==> src/rtl/mem_stage.sv <==
// Memory-access stage of the RV32I pipeline: aligns stores, extends loads, and retires
// one registered write-back bundle per accepted op over a req/gnt/rvalid data port.
module mem_stage #(
    parameter int MAX_WAIT = 255
) (
    input  logic        i_clk,
    input  logic        i_rst,
    input  logic        i_in_valid,
    input  logic [31:0] i_ex_alu_result,
    input  logic [31:0] i_ex_rs2_data,
    input  logic [4:0]  i_ex_rd,
    input  logic        i_ex_reg_write,
    input  logic        i_ex_mem_read,
    input  logic        i_ex_mem_write,
    input  logic        i_ex_mem_reg,
    input  logic [31:0] i_ex_mem_instruction,
    output logic        o_mem_stall,
    output logic        o_dmem_req,
    output logic        o_dmem_we,
    output logic [31:0] o_dmem_addr,
    output logic [31:0] o_dmem_wdata,
    output logic [3:0]  o_dmem_be,
    input  logic        i_dmem_gnt,
    input  logic        i_dmem_rvalid,
    input  logic [31:0] i_dmem_rdata,
    output logic        o_wb_valid,
    output logic [4:0]  o_wb_rd,
    output logic        o_wb_reg_write,
    output logic [31:0] o_wb_data,
    output logic        o_wb_misaligned,
    output logic        o_wb_bus_err
);

    typedef enum logic [1:0] {
        S_IDLE,
        S_REQ,
        S_RESP
    } state_t;

    localparam logic [8:0] MAX_W = 9'(MAX_WAIT);

    state_t      r_state;
    logic [7:0]  r_count;
    logic [31:0] r_addr;
    logic [31:0] r_wdata;
    logic [3:0]  r_be;
    logic        r_we;
    logic [2:0]  r_funct3;
    logic [4:0]  r_rd;
    logic        r_reg_write;

    logic        r_wb_valid;
    logic [4:0]  r_wb_rd;
    logic        r_wb_reg_write;
    logic [31:0] r_wb_data;
    logic        r_wb_misaligned;
    logic        r_wb_bus_err;

    logic [2:0]  w_funct3;
    logic [1:0]  w_off;
    logic        w_is_mem;
    logic        w_misaligned;
    logic [31:0] w_st_wdata;
    logic [3:0]  w_st_be;
    logic [31:0] w_shifted;
    logic [31:0] w_load_data;
    logic [8:0]  w_cnt_inc;
    logic        w_timeout;
    logic        w_unused;

    assign w_funct3  = i_ex_mem_instruction[14:12];
    assign w_off     = i_ex_alu_result[1:0];
    assign w_is_mem  = i_ex_mem_read | i_ex_mem_write;
    assign w_unused  = &{1'b0, i_ex_mem_reg, i_ex_mem_instruction[31:15], i_ex_mem_instruction[11:0]};

    // A set mem_write marks the op as a store; otherwise a memory op is a load.
    always_comb begin
        w_misaligned = 1'b1;
        if (i_ex_mem_write) begin
            case (w_funct3)
                3'd0:    w_misaligned = 1'b0;
                3'd1:    w_misaligned = w_off[0];
                3'd2:    w_misaligned = (w_off != 2'd0);
                default: w_misaligned = 1'b1;
            endcase
        end else begin
            case (w_funct3)
                3'd0, 3'd4: w_misaligned = 1'b0;
                3'd1, 3'd5: w_misaligned = w_off[0];
                3'd2:       w_misaligned = (w_off != 2'd0);
                default:    w_misaligned = 1'b1;
            endcase
        end
    end

    always_comb begin
        w_st_wdata = 32'd0;
        w_st_be    = 4'b0000;
        if (i_ex_mem_write) begin
            case (w_funct3[1:0])
                2'd0: begin
                    w_st_wdata = {4{i_ex_rs2_data[7:0]}};
                    w_st_be    = 4'b0001 << w_off;
                end
                2'd1: begin
                    w_st_wdata = {2{i_ex_rs2_data[15:0]}};
                    w_st_be    = 4'b0011 << w_off;
                end
                default: begin
                    w_st_wdata = i_ex_rs2_data;
                    w_st_be    = 4'b1111;
                end
            endcase
        end
    end

    assign w_shifted = i_dmem_rdata >> {r_addr[1:0], 3'b000};

    always_comb begin
        case (r_funct3)
            3'd0:    w_load_data = {{24{w_shifted[7]}}, w_shifted[7:0]};
            3'd4:    w_load_data = {24'd0, w_shifted[7:0]};
            3'd1:    w_load_data = {{16{w_shifted[15]}}, w_shifted[15:0]};
            3'd5:    w_load_data = {16'd0, w_shifted[15:0]};
            default: w_load_data = i_dmem_rdata;
        endcase
    end

    // The limit is reached on the MAX_WAIT-th waiting cycle of REQ or RESP.
    assign w_cnt_inc = {1'b0, r_count} + 9'd1;
    assign w_timeout = (w_cnt_inc == MAX_W);

    always_ff @(posedge i_clk or negedge i_rst) begin
        if (!i_rst) begin
            r_state         <= S_IDLE;
            r_count         <= 8'd0;
            r_addr          <= 32'd0;
            r_wdata         <= 32'd0;
            r_be            <= 4'b0000;
            r_we            <= 1'b0;
            r_funct3        <= 3'd0;
            r_rd            <= 5'd0;
            r_reg_write     <= 1'b0;
            r_wb_valid      <= 1'b0;
            r_wb_rd         <= 5'd0;
            r_wb_reg_write  <= 1'b0;
            r_wb_data       <= 32'd0;
            r_wb_misaligned <= 1'b0;
            r_wb_bus_err    <= 1'b0;
        end else begin
            r_wb_valid <= 1'b0;
            case (r_state)
                S_IDLE: begin
                    if (i_in_valid) begin
                        if (!w_is_mem) begin
                            r_wb_valid      <= 1'b1;
                            r_wb_rd         <= i_ex_rd;
                            r_wb_reg_write  <= i_ex_reg_write;
                            r_wb_data       <= i_ex_alu_result;
                            r_wb_misaligned <= 1'b0;
                            r_wb_bus_err    <= 1'b0;
                        end else begin
                            r_addr      <= i_ex_alu_result;
                            r_wdata     <= w_st_wdata;
                            r_be        <= w_st_be;
                            r_we        <= i_ex_mem_write;
                            r_funct3    <= w_funct3;
                            r_rd        <= i_ex_rd;
                            r_reg_write <= i_ex_reg_write;
                            if (w_misaligned) begin
                                r_wb_valid      <= 1'b1;
                                r_wb_rd         <= i_ex_rd;
                                r_wb_reg_write  <= 1'b0;
                                r_wb_data       <= i_ex_alu_result;
                                r_wb_misaligned <= 1'b1;
                                r_wb_bus_err    <= 1'b0;
                            end else begin
                                r_state <= S_REQ;
                                r_count <= 8'd0;
                            end
                        end
                    end
                end
                S_REQ: begin
                    if (i_dmem_gnt) begin
                        if (r_we) begin
                            r_wb_valid      <= 1'b1;
                            r_wb_rd         <= r_rd;
                            r_wb_reg_write  <= 1'b0;
                            r_wb_data       <= r_addr;
                            r_wb_misaligned <= 1'b0;
                            r_wb_bus_err    <= 1'b0;
                            r_state         <= S_IDLE;
                        end else begin
                            r_state <= S_RESP;
                            r_count <= 8'd0;
                        end
                    end else if (w_timeout) begin
                        r_wb_valid      <= 1'b1;
                        r_wb_rd         <= r_rd;
                        r_wb_reg_write  <= 1'b0;
                        r_wb_data       <= r_addr;
                        r_wb_misaligned <= 1'b0;
                        r_wb_bus_err    <= 1'b1;
                        r_state         <= S_IDLE;
                    end else begin
                        r_count <= w_cnt_inc[7:0];
                    end
                end
                S_RESP: begin
                    if (i_dmem_rvalid) begin
                        r_wb_valid      <= 1'b1;
                        r_wb_rd         <= r_rd;
                        r_wb_reg_write  <= r_reg_write;
                        r_wb_data       <= w_load_data;
                        r_wb_misaligned <= 1'b0;
                        r_wb_bus_err    <= 1'b0;
                        r_state         <= S_IDLE;
                    end else if (w_timeout) begin
                        r_wb_valid      <= 1'b1;
                        r_wb_rd         <= r_rd;
                        r_wb_reg_write  <= 1'b0;
                        r_wb_data       <= r_addr;
                        r_wb_misaligned <= 1'b0;
                        r_wb_bus_err    <= 1'b1;
                        r_state         <= S_IDLE;
                    end else begin
                        r_count <= w_cnt_inc[7:0];
                    end
                end
                default: r_state <= S_IDLE;
            endcase
        end
    end

    assign o_mem_stall     = (r_state != S_IDLE);
    assign o_dmem_req      = (r_state == S_REQ);
    assign o_dmem_we       = r_we;
    assign o_dmem_addr     = {r_addr[31:2], 2'b00};
    assign o_dmem_wdata    = r_wdata;
    assign o_dmem_be       = r_be;
    assign o_wb_valid      = r_wb_valid;
    assign o_wb_rd         = r_wb_rd;
    assign o_wb_reg_write  = r_wb_reg_write;
    assign o_wb_data       = r_wb_data;
    assign o_wb_misaligned = r_wb_misaligned;
    assign o_wb_bus_err    = r_wb_bus_err;

endmodule

==> config.mk <==
export PLATFORM = sky130hd
export DESIGN_NAME = mem_stage
export DESIGN_NICKNAME = d
export VERILOG_FILES = /design/src/rtl/mem_stage.sv
export SDC_FILE = /design/constraint.sdc
export NUM_CORES = 1
export LEC_CHECK = 0
export BUFFER_PORTS_ARGS = -buffer_cell sky130_fd_sc_hd__buf_4
export CAP_MARGIN = 20
export CORE_AREA = 2 2 126 128
export CTS_BUF_LIST = sky130_fd_sc_hd__clkbuf_16
export DETAILED_ROUTE_END_ITERATION = 10
export DIE_AREA = 0 0 128 130
export PLACE_DENSITY = 0.83
export SYNTH_ARGS = -nofsm -noshare
export SYNTH_HDL_FRONTEND = slang
export SYNTH_SLANG_ARGS = --single-unit
==> constraint.sdc <==
create_clock -name i_clk -period 3.35 [get_ports i_clk]
set_clock_uncertainty 0.1 [all_clocks]
set_input_delay 0 -clock i_clk [delete_from_list [all_inputs] [get_ports i_clk]]
set_output_delay 0 -clock i_clk [all_outputs]
set_load 0.01 [all_outputs]
==> results of run 1 <==
==> flip-flops by register name, indices dropped and copies added (netlist names) <==
register and count:
r_reg_write 1, r_addr 32, o_wb_reg_write 1, r_funct3 3, o_dmem_wdata 32, o_wb_valid 1, r_count 8, o_dmem_we 1
o_wb_bus_err 1, o_wb_misaligned 1, o_wb_rd 5, r_state 2, o_wb_data 32, o_dmem_be 4, r_rd 5
==> per-stage QoR <==
| stage | instance area, um^2 | hold WS (ns) |
|---|---|---|
| after floorplan | 7800 | -0.396 |
| after CTS | 11100 | 0.0100 |
| after global routing | 11100 | 0.0321 |
| final | 11100 | 0.0248 |
| after global placement | 9340 | 0.0676 |
| after detailed placement | 9340 | 0.0614 |
==> how the worst max path moves through the flow <==
stage                     startpoint       endpoint  slack [ns]  cells after the start
final                     r_state[0]  o_wb_data[10]        0.25                     10
after global placement    r_count[1]  o_wb_data[16]        0.65                      7
after CTS                 r_state[0]  o_wb_data[13]        0.33                     10
after floorplan           r_count[0]   o_wb_data[7]        0.94                      9
after global routing      r_state[0]  o_wb_data[13]        0.09                     10
after detailed placement  r_count[1]  o_wb_data[16]        0.62                      7
==> worst max-delay path, delay by kind of cell (launching register included) <==
family,cells,cell delay [ns]
AND/OR/NAND/NOR,2,0.54
adder cells (fa/ha/maj),1,0.16
buffers and inverters,4,1.29
flip-flops,1,0.42
AO/OA/AOI/OAI,3,0.50
==> power by group <==
part	leakage (nW)	internal (mW)	switching (mW)
clock	0.252	1.01	0.720
sequential	1.58	2.33	0.653
combinational	3.16	2.63	2.93
total	4.99	5.97	4.30
==> kinds of logic (layout without fill, tap and decap cells) <==
group	Yosys count	count (layout)	share of synthesized area [%]
flops	129	129	41.4
buf+inv	104	402	7.26
mux	112	112	16.2
xor+xnor	2	2	0.225
other cells	1	2	0.0481
simple gates	208	208	12.0
compound gates	253	253	21.9
fa+ha+maj	6	6	0.963
==> area by class of cell <==
cell class / instances / area (um^2) / share of cell area, %
Clock buffer: 17 / 425 / 3.84
Inverter: 12 / 45.0 / 0.406
Multi-Input combinational cell: 583 / 4010 / 36.2
Timing Repair Buffer: 358 / 3010 / 27.2
Sequential cell: 129 / 3230 / 29.1
Clock inverter: 15 / 123 / 1.11
Tap cell: 192 / 240 / 2.17
==> layout by cell type (no fill, tap or decap), types with 5 or more instances in the layout <==
cell type      count
mux2_2            57
buf_4            236
or3_1             19
a311oi_1           8
nand3_1            6
o211ai_1           8
inv_1             13
nand2b_1           5
clkinvlp_4         7
clkbuf_16         17
ha_1               5
o21ai_0           84
a21o_1             8
nor2_1            54
dlygate4sd3_1    120
dfrtp_1          129
o221ai_1          10
a31oi_1           13
o221ai_2          12
mux2_4            11
mux2i_1           43
o22a_1             5
a21oi_1           56
and2_1            14
a22o_1             9
o2bb2ai_1          7
a221oi_1           8
nand2_1           92
==> layer usage <==
layer	routed length (um)	GRT usage [%]	up-vias	share of wire, %
li1	-	-	3507	-
met1	10200	36.6	3715	39
met2	12900	54.0	441	49
met3	2240	7.83	83	8.5
met4	1010	13.4	0	3.8
met5	0	0	-	0
==> metrics.md, run 1 <==
| Metric | Value |
|---|---|
| Outcome | `finished clean` |
| EDFF count, synth | `0` |
| Starting Density | `50.5%` |
| Cell taking the most area after synthesis | `dfrtp_1` |
| Antenna cells | `0` |
| H-tree depth | `4` |
| Global Route Usage Sum | `31.0%` |
| WS Path Type | `reg -> reg` |
| Average wire per standard cell | `20.2 um` |
| Tmin final | `3.10 ns` |
| Drt initial violations | `704` |
| Cell with the most instances after synthesis | `dfrtp_1` |
| Startpoint type of the worst setup path | `flip-flop` |
| Seq/Total Area, Yosys | `41.4%` |
| PD cells | `926 nW/um^2` |
| ANT nets after route | `0` |
| Worst path max stage delay | `0.58 ns` |
| Top-Level Pins | `254` |
| Distinct cells, synth | `62` |
| Hold EP | `o_wb_data[24]` |
| Lkg Pwr | `4.99 nW` |
| Finish-stage setup viols | `0` |
| Clk sink count | `129` |
| Cell mode on critical path | `buf_4` |
| Vias per inst | `5.93` |
| Vias in the first global route | `7802` |
| Worst hold start | `i_dmem_rdata[24]` |
| R2R Path End | `o_wb_data[10]` |
| Filler Cells Inserted | `1071` |
| Register-to-Register Path Depth | `10` |
| Detail Placement HPWL | `16500 um` |
| Core footprint | `15400 um^2` |
| Max-cap violations | `0` |
| Placed cell count | `1154` |
| Top cells by count, synth | `129 x dfrtp_1, 92 x nand2_1, 85 x o21ai_0` |
| Final Max Tran Viols | `0` |
| Relative slew margins | `40.7%` |
| Largest net degree at the start of global routing | `98` |
| Global placer's final weighted congestion | `0.892` |
| Synth top area share | `41.4%` |
| Chip height | `130 um` |
| F_max | `322 MHz` |
| RSZ-0062 raised after global routing | `no` |
| Mean Syn Cell Area | `9.56 um^2` |
| Reg2reg start | `r_state[0]` |
| Max rail drop VDD | `0.000504 V` |
| Die Area | `16600 um^2` |
| Fin util | `71.9%` |
| Die Width | `128 um` |
| P&R area growth vs syn | `42.3%` |
| Slowest CP cell | `dlygate4sd3_1` |
| IO Port Bufs | `221` |
| Layout cell share with drive strength beyond 1 | `32.1%` |
| Mapped Cells | `815` |
| Hold Path Depth | `4` |
| FF+latch count, synth | `129` |
| DRC | `0` |
| Top_reg_cell synth | `dfrtp_1` |
| Synth top area cells | `dfrtp_1 41%, mux2_2 8.2%, mux2i_1 5.5%` |
| Post-CTS Hold Fix Bufs | `120` |
| Worst Slack Setup Final | `0.248 ns` |
| Worst endpoint required time | `3.60 ns` |
| Setup bufs post-CTS | `0` |
| Crit end category | `flip-flop` |
| Post-Syn Area | `7790 um^2` |
| Clock root buffer | `clkbuf_16` |
| Synth async-reset ratio | `100%` |
| Grt ovf | `0` |
| Non-Filler Instances | `1306` |
| Crit path DAT | `3.35 ns` |
| Vias post-DR | `7746` |
| Post-Place Setup Slack | `0.623 ns` |
| Critical path cell sequence | `inv_1 -> ha_1 -> buf_4 -> nor2b_1 -> nor2_1 -> o31ai_4 -> buf_4 -> a221oi_1 -> dlygate4sd3_1 -> o2bb2ai_1` |
| DRT Wirelength | `26400 um` |
| Num rows | `46` |
| Fin. Hold Viols | `0` |
| First-pass GRT wire length | `40400 um` |
| Final Cycle Share | `92.6%` |
| Synth Warn # | `0` |
| Clk_lat worst skew | `0.42 ns` |
| Setup TNS | `0 ns` |
| CTS tree | `done` |
| Number of buffers created by CTS | `17` |
| Worst-path fanout max | `24` |
| Design Power | `10.3 mW` |
| Worst Hold Class | `in -> reg` |
| NumNets Final | `1249` |
| Antenna violations before repair | `0` |
| 1st-pass router iterations | `7` |
| Post_cts resized | `0` |
| Max Buffers Root-to-Sink | `2` |
| Least-Margin Pin Slew | `0.890 ns` |
| Worst-path clk slew | `0.06 ns` |
| R2r setup slk | `0.25 ns` |
(Power assumes the default switching activity.)
==> run 2, diff against run 1 <==
- REMOVE_ABC_BUFFERS: not set -> 1
==> run 2 against run 1 <==
Compared with the run above: global-route usage up 1.8 points; critical endpoint is now o_wb_data[9]; critical path depth down 2; non-clock buffer count up 5; cell area up 0.52%; combinational power up 3%; flip-flop and latch count unchanged; register-to-register slack worse by 0.12 ns; worst setup slack worse by 0.12 ns; largest power group unchanged.
==> metrics.md, run 2 (synthesis results as in run 1) <==
| Metric | Value |
|---|---|
| Clk_lat worst skew | `0.42 ns (about the same)` |
| Drt initial violations | `875 (+24%)` |
| Largest net degree at the start of global routing | `98 (unchanged)` |
| ANT nets after route | `0 (unchanged)` |
| Crit path DAT | `3.46 ns (+0.11 ns)` |
| Global Route Usage Sum | `32.9% (+1.8 points)` |
| Psw | `4.39 mW (+2.0%)` |
| Finish-stage setup viols | `0 (unchanged)` |
| Worst endpoint required time | `3.59 ns (about the same)` |
| Setup bufs post-CTS | `0 (unchanged)` |
| Tmin final | `3.22 ns (+0.123 ns)` |
| Max rail drop VDD | `0.000550 V (+9.2%)` |
| Number of buffers created by CTS | `17 (unchanged)` |
| Global placer's final weighted congestion | `0.872 (-2.3%)` |
| Reg2reg start | `r_count[0]` |
| Post_cts resized | `0 (unchanged)` |
| Clock root buffer | `clkbuf_16` |
| Worst-path clk slew | `0.06 ns (about the same)` |
| Proportion of power drawn by the clock network | `16.9% (about the same)` |
| Vias post-DR | `8000 (+3.3%)` |
| Post-CTS Hold Fix Bufs | `122 (+1.7%)` |
| First-pass GRT wire length | `42300 um (+4.8%)` |
| DRC | `0 (unchanged)` |
| Num rows | `46 (unchanged)` |
| Vias per inst | `6.10 (+2.9%)` |
| Least-Margin Pin Slew | `1.08 ns (+0.186 ns)` |
| Non-Filler Instances | `1311 (+0.38%)` |
| Vias in the first global route | `7897 (+1.2%)` |
| P_int | `6.10 mW (+2.2%)` |
| R2R Path End | `o_wb_data[9]` |
| Chip height | `130 um (unchanged)` |
| Max-cap violations | `0 (unchanged)` |
| P&R area growth vs syn | `43.0%` |
| Antenna violations before repair | `0 (unchanged)` |
| Die Width | `128 um (unchanged)` |
| Final Max Tran Viols | `0 (unchanged)` |
| F_max | `310 MHz (-3.8%)` |
| Starting Density | `50.5% (unchanged)` |
| Combinational Power Share | `54.3% (about the same)` |
| CP endpoint | `o_wb_data[9]` |
| RSZ-0062 raised after global routing | `no` |
| Top-Level Pins | `254 (unchanged)` |
| Worst Hold Class | `in -> reg` |
| IO Port Bufs | `221 (unchanged)` |
| Sequential power share | `28.8% (-0.2 points)` |
| Placed cell count | `1156 (+0.17%)` |
| Layout cell share with drive strength beyond 1 | `32.0% (-0.14 points)` |
| Clk sink count | `129 (unchanged)` |
| WS Path Type | `reg -> reg` |
| Final Cycle Share | `96.3% (+3.7 points)` |
| Register-to-Register Path Depth | `8 (-2)` |
| Max Buffers Root-to-Sink | `2 (unchanged)` |
| 1st-pass router iterations | `5 (-2)` |
| NumNets Final | `1254 (+0.40%)` |
| Outcome | `finished clean` |
| Startpoint type of the worst setup path | `flip-flop` |
| Relative slew margins | `28.0% (-13 points)` |
| R2r setup slk | `0.13 ns (-0.12 ns)` |
| Detail Placement HPWL | `16500 um (-0.26%)` |
| DRT Wirelength | `27700 um (+5.0%)` |
| Highest-count cells in the layout ignoring fill and taps | `239 x buf_4, 129 x dfrtp_1, 122 x dlygate4sd3_1` |
| Average wire per standard cell | `21.1 um (+4.6%)` |
| PD cells | `941 nW/um^2 (+1.6%)` |
| Core footprint | `15400 um^2 (unchanged)` |
| Filler Cells Inserted | `1071 (unchanged)` |
| Switching Fraction | `41.8% (-0.050 points)` |
| CTS tree | `done` |
| Lkg Pwr | `5.04 nW (+1.1%)` |
| Fin. Hold Viols | `0 (unchanged)` |
| Crit end category | `flip-flop` |
| H-tree depth | `4 (unchanged)` |
| Die Area | `16600 um^2 (unchanged)` |
| Setup TNS | `0 ns (unchanged)` |
| Worst-path fanout max | `13 (-46%)` |
| Commonest non-fill, non-tap cell in the layout | `buf_4` |
| Grt ovf | `0 (unchanged)` |
| Antenna cells | `0 (unchanged)` |
| Setup crit start | `r_count[0]` |
==> run 2: power by group through the flow <==
stage                     Sequential, mW  Clock (mW)  Combinational (mW)
after floorplan                     3.19           0                2.71
after global placement              2.95           0                5.07
after detailed placement            2.98           0                5.20
after CTS                           2.97        1.79                5.52
after global routing                3.10        1.86                6.13
final                               3.02        1.78                5.70
==> run 2: layout make-up <==
| class | count | area, um^2 | share of cell area, % |
|---|---|---|---|
| Clock buffer | 17 | 425 | 3.82 |
| Timing Repair Buffer | 363 | 3050 | 27.4 |
| Inverter | 12 | 45.0 | 0.404 |
| Multi-Input combinational cell | 583 | 4020 | 36.1 |
| Clock inverter | 15 | 128 | 1.15 |
| Sequential cell | 129 | 3230 | 29.0 |
| Tap cell | 192 | 240 | 2.16 |
==> run 2: worst min path at each step <==
stage | slack (ns) | depth (start not counted) | start | to
detailed placement | 0.07 | 1 | i_rst | r_addr[19]
global placement | 0.07 | 1 | i_rst | r_addr[19]
CTS | 0.0006 | 3 | i_dmem_rvalid | o_wb_data[20]
floorplan | -0.40 | 0 | i_rst | o_dmem_be[0]
finish | 0.02 | 3 | i_dmem_rvalid | o_wb_data[25]
global route | 0.02 | 3 | i_dmem_rvalid | o_wb_data[25]
==> run 2: worst max-delay path: stages (launching register included) <==
cell and delay, ns:
dfrtp_1 0.41, ha_1 0.27, xnor2_1 0.14, or3_4 0.40
o31ai_4 0.73, buf_4 0.28, a221oi_1 0.08, dlygate4sd3_1 0.58
o2bb2ai_1 0.15
==> run 2: per-stage QoR <==
step,utilization (%),hold slack [ns],instance area [um^2],setup slack [ns],power [mW]
finish,72.2,0.0170,11100,0.126,10.5
CTS,72.1,0.000644,11100,0.135,10.3
global placement,60.6,0.0730,9340,0.784,8.02
global route,72.2,0.0205,11100,0.0490,11.1
floorplan,-,-0.396,7280,-1.52,5.90
detailed placement,60.6,0.0745,9340,0.663,8.18
==> run 2: metal layers <==
layer / GRT usage [%] / wire length (um) / share of wire [%]
met5: 0 / 0 / 0
met4: 15.6 / 1080 / 3.9
met3: 6.68 / 2700 / 9.7
met1: 41.5 / 10600 / 38
met2: 54.5 / 13300 / 48
==> run 3, diff against run 2 <==
- CELL_PAD_IN_SITES_DETAIL_PLACEMENT: not set -> 0
- CELL_PAD_IN_SITES_GLOBAL_PLACEMENT: not set -> 1
- CORE_AREA: 2 2 126 128 -> 2 2 147 149
- DIE_AREA: 0 0 128 130 -> 0 0 149 151
- PLACE_DENSITY: 0.83 -> 0.82
==> run 3 against run 2 <==
Compared with the run above: cell area grew 1.4%; final cell count grew 6.3%; combinational power shrank 3%; non-clock buffer count shrank 1; total power shrank 0.24%; hold slack lost 0.0016 ns; core utilization shrank 18 points; critical path depth shrank 1; global-route usage shrank 9.1 points; sequential power is essentially flat; worst setup slack gained 0.24 ns; clock-buffer cell count is the same.
==> metrics.md, run 3 (synthesis results as in run 1) <==
| Metric | Value |
|---|---|
| Register-to-Register Path Depth | `7 (-1)` |
| Layout cell share with drive strength beyond 1 | `32.3% (+0.30 points)` |
| Clock root buffer | `clkbuf_16` |
| Relative slew margins | `34.0% (+6.0 points)` |
| P&R area growth vs syn | `45.0%` |
| Chip height | `151 um (+16%)` |
| P_int | `6.18 mW (+1.3%)` |
| Startpoint type of the worst setup path | `flip-flop` |
| Sequential power share | `28.7% (about the same)` |
| Grt ovf | `0 (unchanged)` |
| Detail Placement HPWL | `16800 um (+2.2%)` |
| Tmin final | `2.98 ns (-0.241 ns)` |
| Max-cap violations | `0 (unchanged)` |
| Max rail drop VDD | `0.000750 V (+36%)` |
| Core footprint | `20800 um^2 (+35%)` |
| Combinational Power Share | `52.7% (-1.6 points)` |
| Final Max Tran Viols | `0 (unchanged)` |
| DRC | `0 (unchanged)` |
| R2R Path End | `o_wb_data[14]` |
| Global placer's final weighted congestion | `0.812 (-6.9%)` |
| R2r setup slk | `0.37 ns (+0.24 ns)` |
| Vias per inst | `5.39 (-12%)` |
| Worst Hold Class | `in -> reg` |
| Clk_lat worst skew | `0.42 ns (about the same)` |
| Antenna violations before repair | `0 (unchanged)` |
| Die Width | `149 um (+16%)` |
| Hold Path Depth | `4 (+1)` |
| Switching Fraction | `40.9% (-0.91 points)` |
| Outcome | `finished clean` |
| CTS tree | `done` |
| Post_cts resized | `0 (unchanged)` |
| WS Path Type | `reg -> reg` |
| F_max | `335 MHz (+8.1%)` |
| Crit path DAT | `3.20 ns (-0.26 ns)` |
| NumNets Final | `1253 (-0.080%)` |
| Fin. Hold Viols | `0 (unchanged)` |
| Vias in the first global route | `7795 (-1.3%)` |
| Crit end category | `flip-flop` |
| Number of buffers created by CTS | `17 (unchanged)` |
| H-tree depth | `4 (unchanged)` |
| Die Area | `22500 um^2 (+35%)` |
| Global Route Usage Sum | `23.7% (-9.1 points)` |
| Num rows | `53 (+15%)` |
| PD cells | `926 nW/um^2 (-1.6%)` |
| Highest-count cells in the layout ignoring fill and taps | `237 x buf_4, 129 x dfrtp_1, 122 x dlygate4sd3_1` |
| DP Area | `9470 um^2 (+1.4%)` |
| Worst path max stage delay | `0.82 ns (+0.09 ns)` |
| Proportion of power drawn by the clock network | `18.6% (+1.7 points)` |
| ANT nets after route | `0 (unchanged)` |
| Reg2reg start | `r_state[1]` |
| DRT Wirelength | `26400 um (-4.5%)` |
| Commonest non-fill, non-tap cell in the layout | `buf_4` |
| Psw | `4.28 mW (-2.4%)` |
| Hold EP | `o_wb_data[26]` |
| Worst hold start | `i_dmem_rdata[26]` |
| Top-Level Pins | `254 (unchanged)` |
| RSZ-0062 raised after global routing | `no` |
| Vias post-DR | `7518 (-6.0%)` |
| Critical path cell sequence | `inv_1 -> ha_2 -> buf_4 -> nand2_1 -> a221oi_1 -> dlygate4sd3_1 -> o2bb2ai_1` |
| Max Buffers Root-to-Sink | `2 (unchanged)` |
| Worst endpoint required time | `3.56 ns (-0.03 ns)` |
| Worst-path fanout max | `39 (+26)` |
| Worst-path clk slew | `0.06 ns (about the same)` |
| Final Cell Area | `11300 um^2 (+1.4%)` |
| Slowest CP cell | `ha_2` |
| 1st-pass router iterations | `5 (unchanged)` |
| Clk sink count | `129 (unchanged)` |
| Final Cycle Share | `89.0% (-7.2 points)` |
| Lkg Pwr | `5.05 nW (+0.16%)` |
| IO Port Bufs | `221 (unchanged)` |
| Fin util | `54.3% (-18 points)` |
| Least-Margin Pin Slew | `0.986 ns (-0.0901 ns)` |
| Finish-stage setup viols | `0 (unchanged)` |
| Drt initial violations | `352 (-60%)` |
| First-pass GRT wire length | `42100 um (-0.67%)` |
| Starting Density | `37.4% (-13 points)` |
| Average wire per standard cell | `19.0 um (-10%)` |
| Largest net degree at the start of global routing | `98 (unchanged)` |
run 3: cell count changes in the layout (fill, tap and decap cells not counted), sizes merged:
cell and change:
clkinvlp +1, buf -1, bufinv +1, inv +2, clkinv -4, diode +1
run 3: worst max-delay path, delay by kind of cell (launching register included):
family | cells | cell delay [ns]
buffers and inverters | 3 | 1.15
adders and majority gates | 1 | 0.82
DFF | 1 | 0.40
AOI/OAI and AO/OA | 2 | 0.29
and+or+nand+nor | 1 | 0.08
run 3: worst max-delay path by stage:
stage / slack [ns] / end / start
after floorplan: -1.52 / r_count[6] / i_ex_mem_write
after global placement: 0.68 / r_count[5] / r_state[1]
after detailed placement: 0.65 / r_count[7] / r_state[0]
after CTS: 0.40 / o_wb_data[9] / r_state[1]
after global routing: 0.13 / o_wb_data[9] / r_state[1]
final: 0.37 / o_wb_data[14] / r_state[1]
run 3: power groups by stage:
stage	clock network, mW	logic (mW)	registers (mW)
2_1_floorplan	0	2.71	3.19
5_1_grt	2.05	6.07	3.10
6_report	1.95	5.51	3.01
4_1_cts	1.97	5.50	2.99
3_5_place_dp	0	5.20	3.00
3_3_place_gp	0	5.13	2.98
run 3: timing repair:
action | in CTS | in global routing
hold endpoints to repair | 200 | 0
buffers inserted | 0 | 0
hold buffers | 122 | 0
run 3: per-stage QoR:
| step | total power [mW] | TNS, ns | hold slack, ns | setup WS (ns) | std cells |
|---|---|---|---|---|---|
| 6_report | 10.5 | 0 | 0.0154 | 0.367 | 1394 |
| 5_1_grt | 11.2 | 0 | 0.0307 | 0.131 | 1393 |
| 4_1_cts | 10.5 | 0 | 0.00405 | 0.401 | 1393 |
| 3_5_place_dp | 8.20 | 0 | 0.0251 | 0.654 | 1239 |
| 3_3_place_gp | 8.11 | 0 | 0.0286 | 0.681 | 1239 |
| 2_1_floorplan | 5.90 | -99.72 | -0.396 | -1.52 | 724 |
run 3: cell type report:
| type | count | area (um^2) |
|---|---|---|
| fillers | 1850 | 9520 |
| multi-input cells | 583 | 4020 |
| flip-flops and latches | 129 | 3230 |
| repair buffers | 362 | 3050 |
| clock buffers | 17 | 425 |
| well taps | 275 | 344 |
| clock inverters | 15 | 183 |
| inverters | 12 | 45.0 |
| diodes | 1 | 2.50 |
run 3: per-layer routing:
layer | vias to the layer above | global-route usage [%] | share of wire (%)
met5 | - | 0 | 0
met4 | 0 | 6.71 | 1.6
met3 | 31 | 5.66 | 6.8
met2 | 263 | 40.2 | 48
met1 | 3705 | 30.2 | 43
li1 | 3519 | - | -
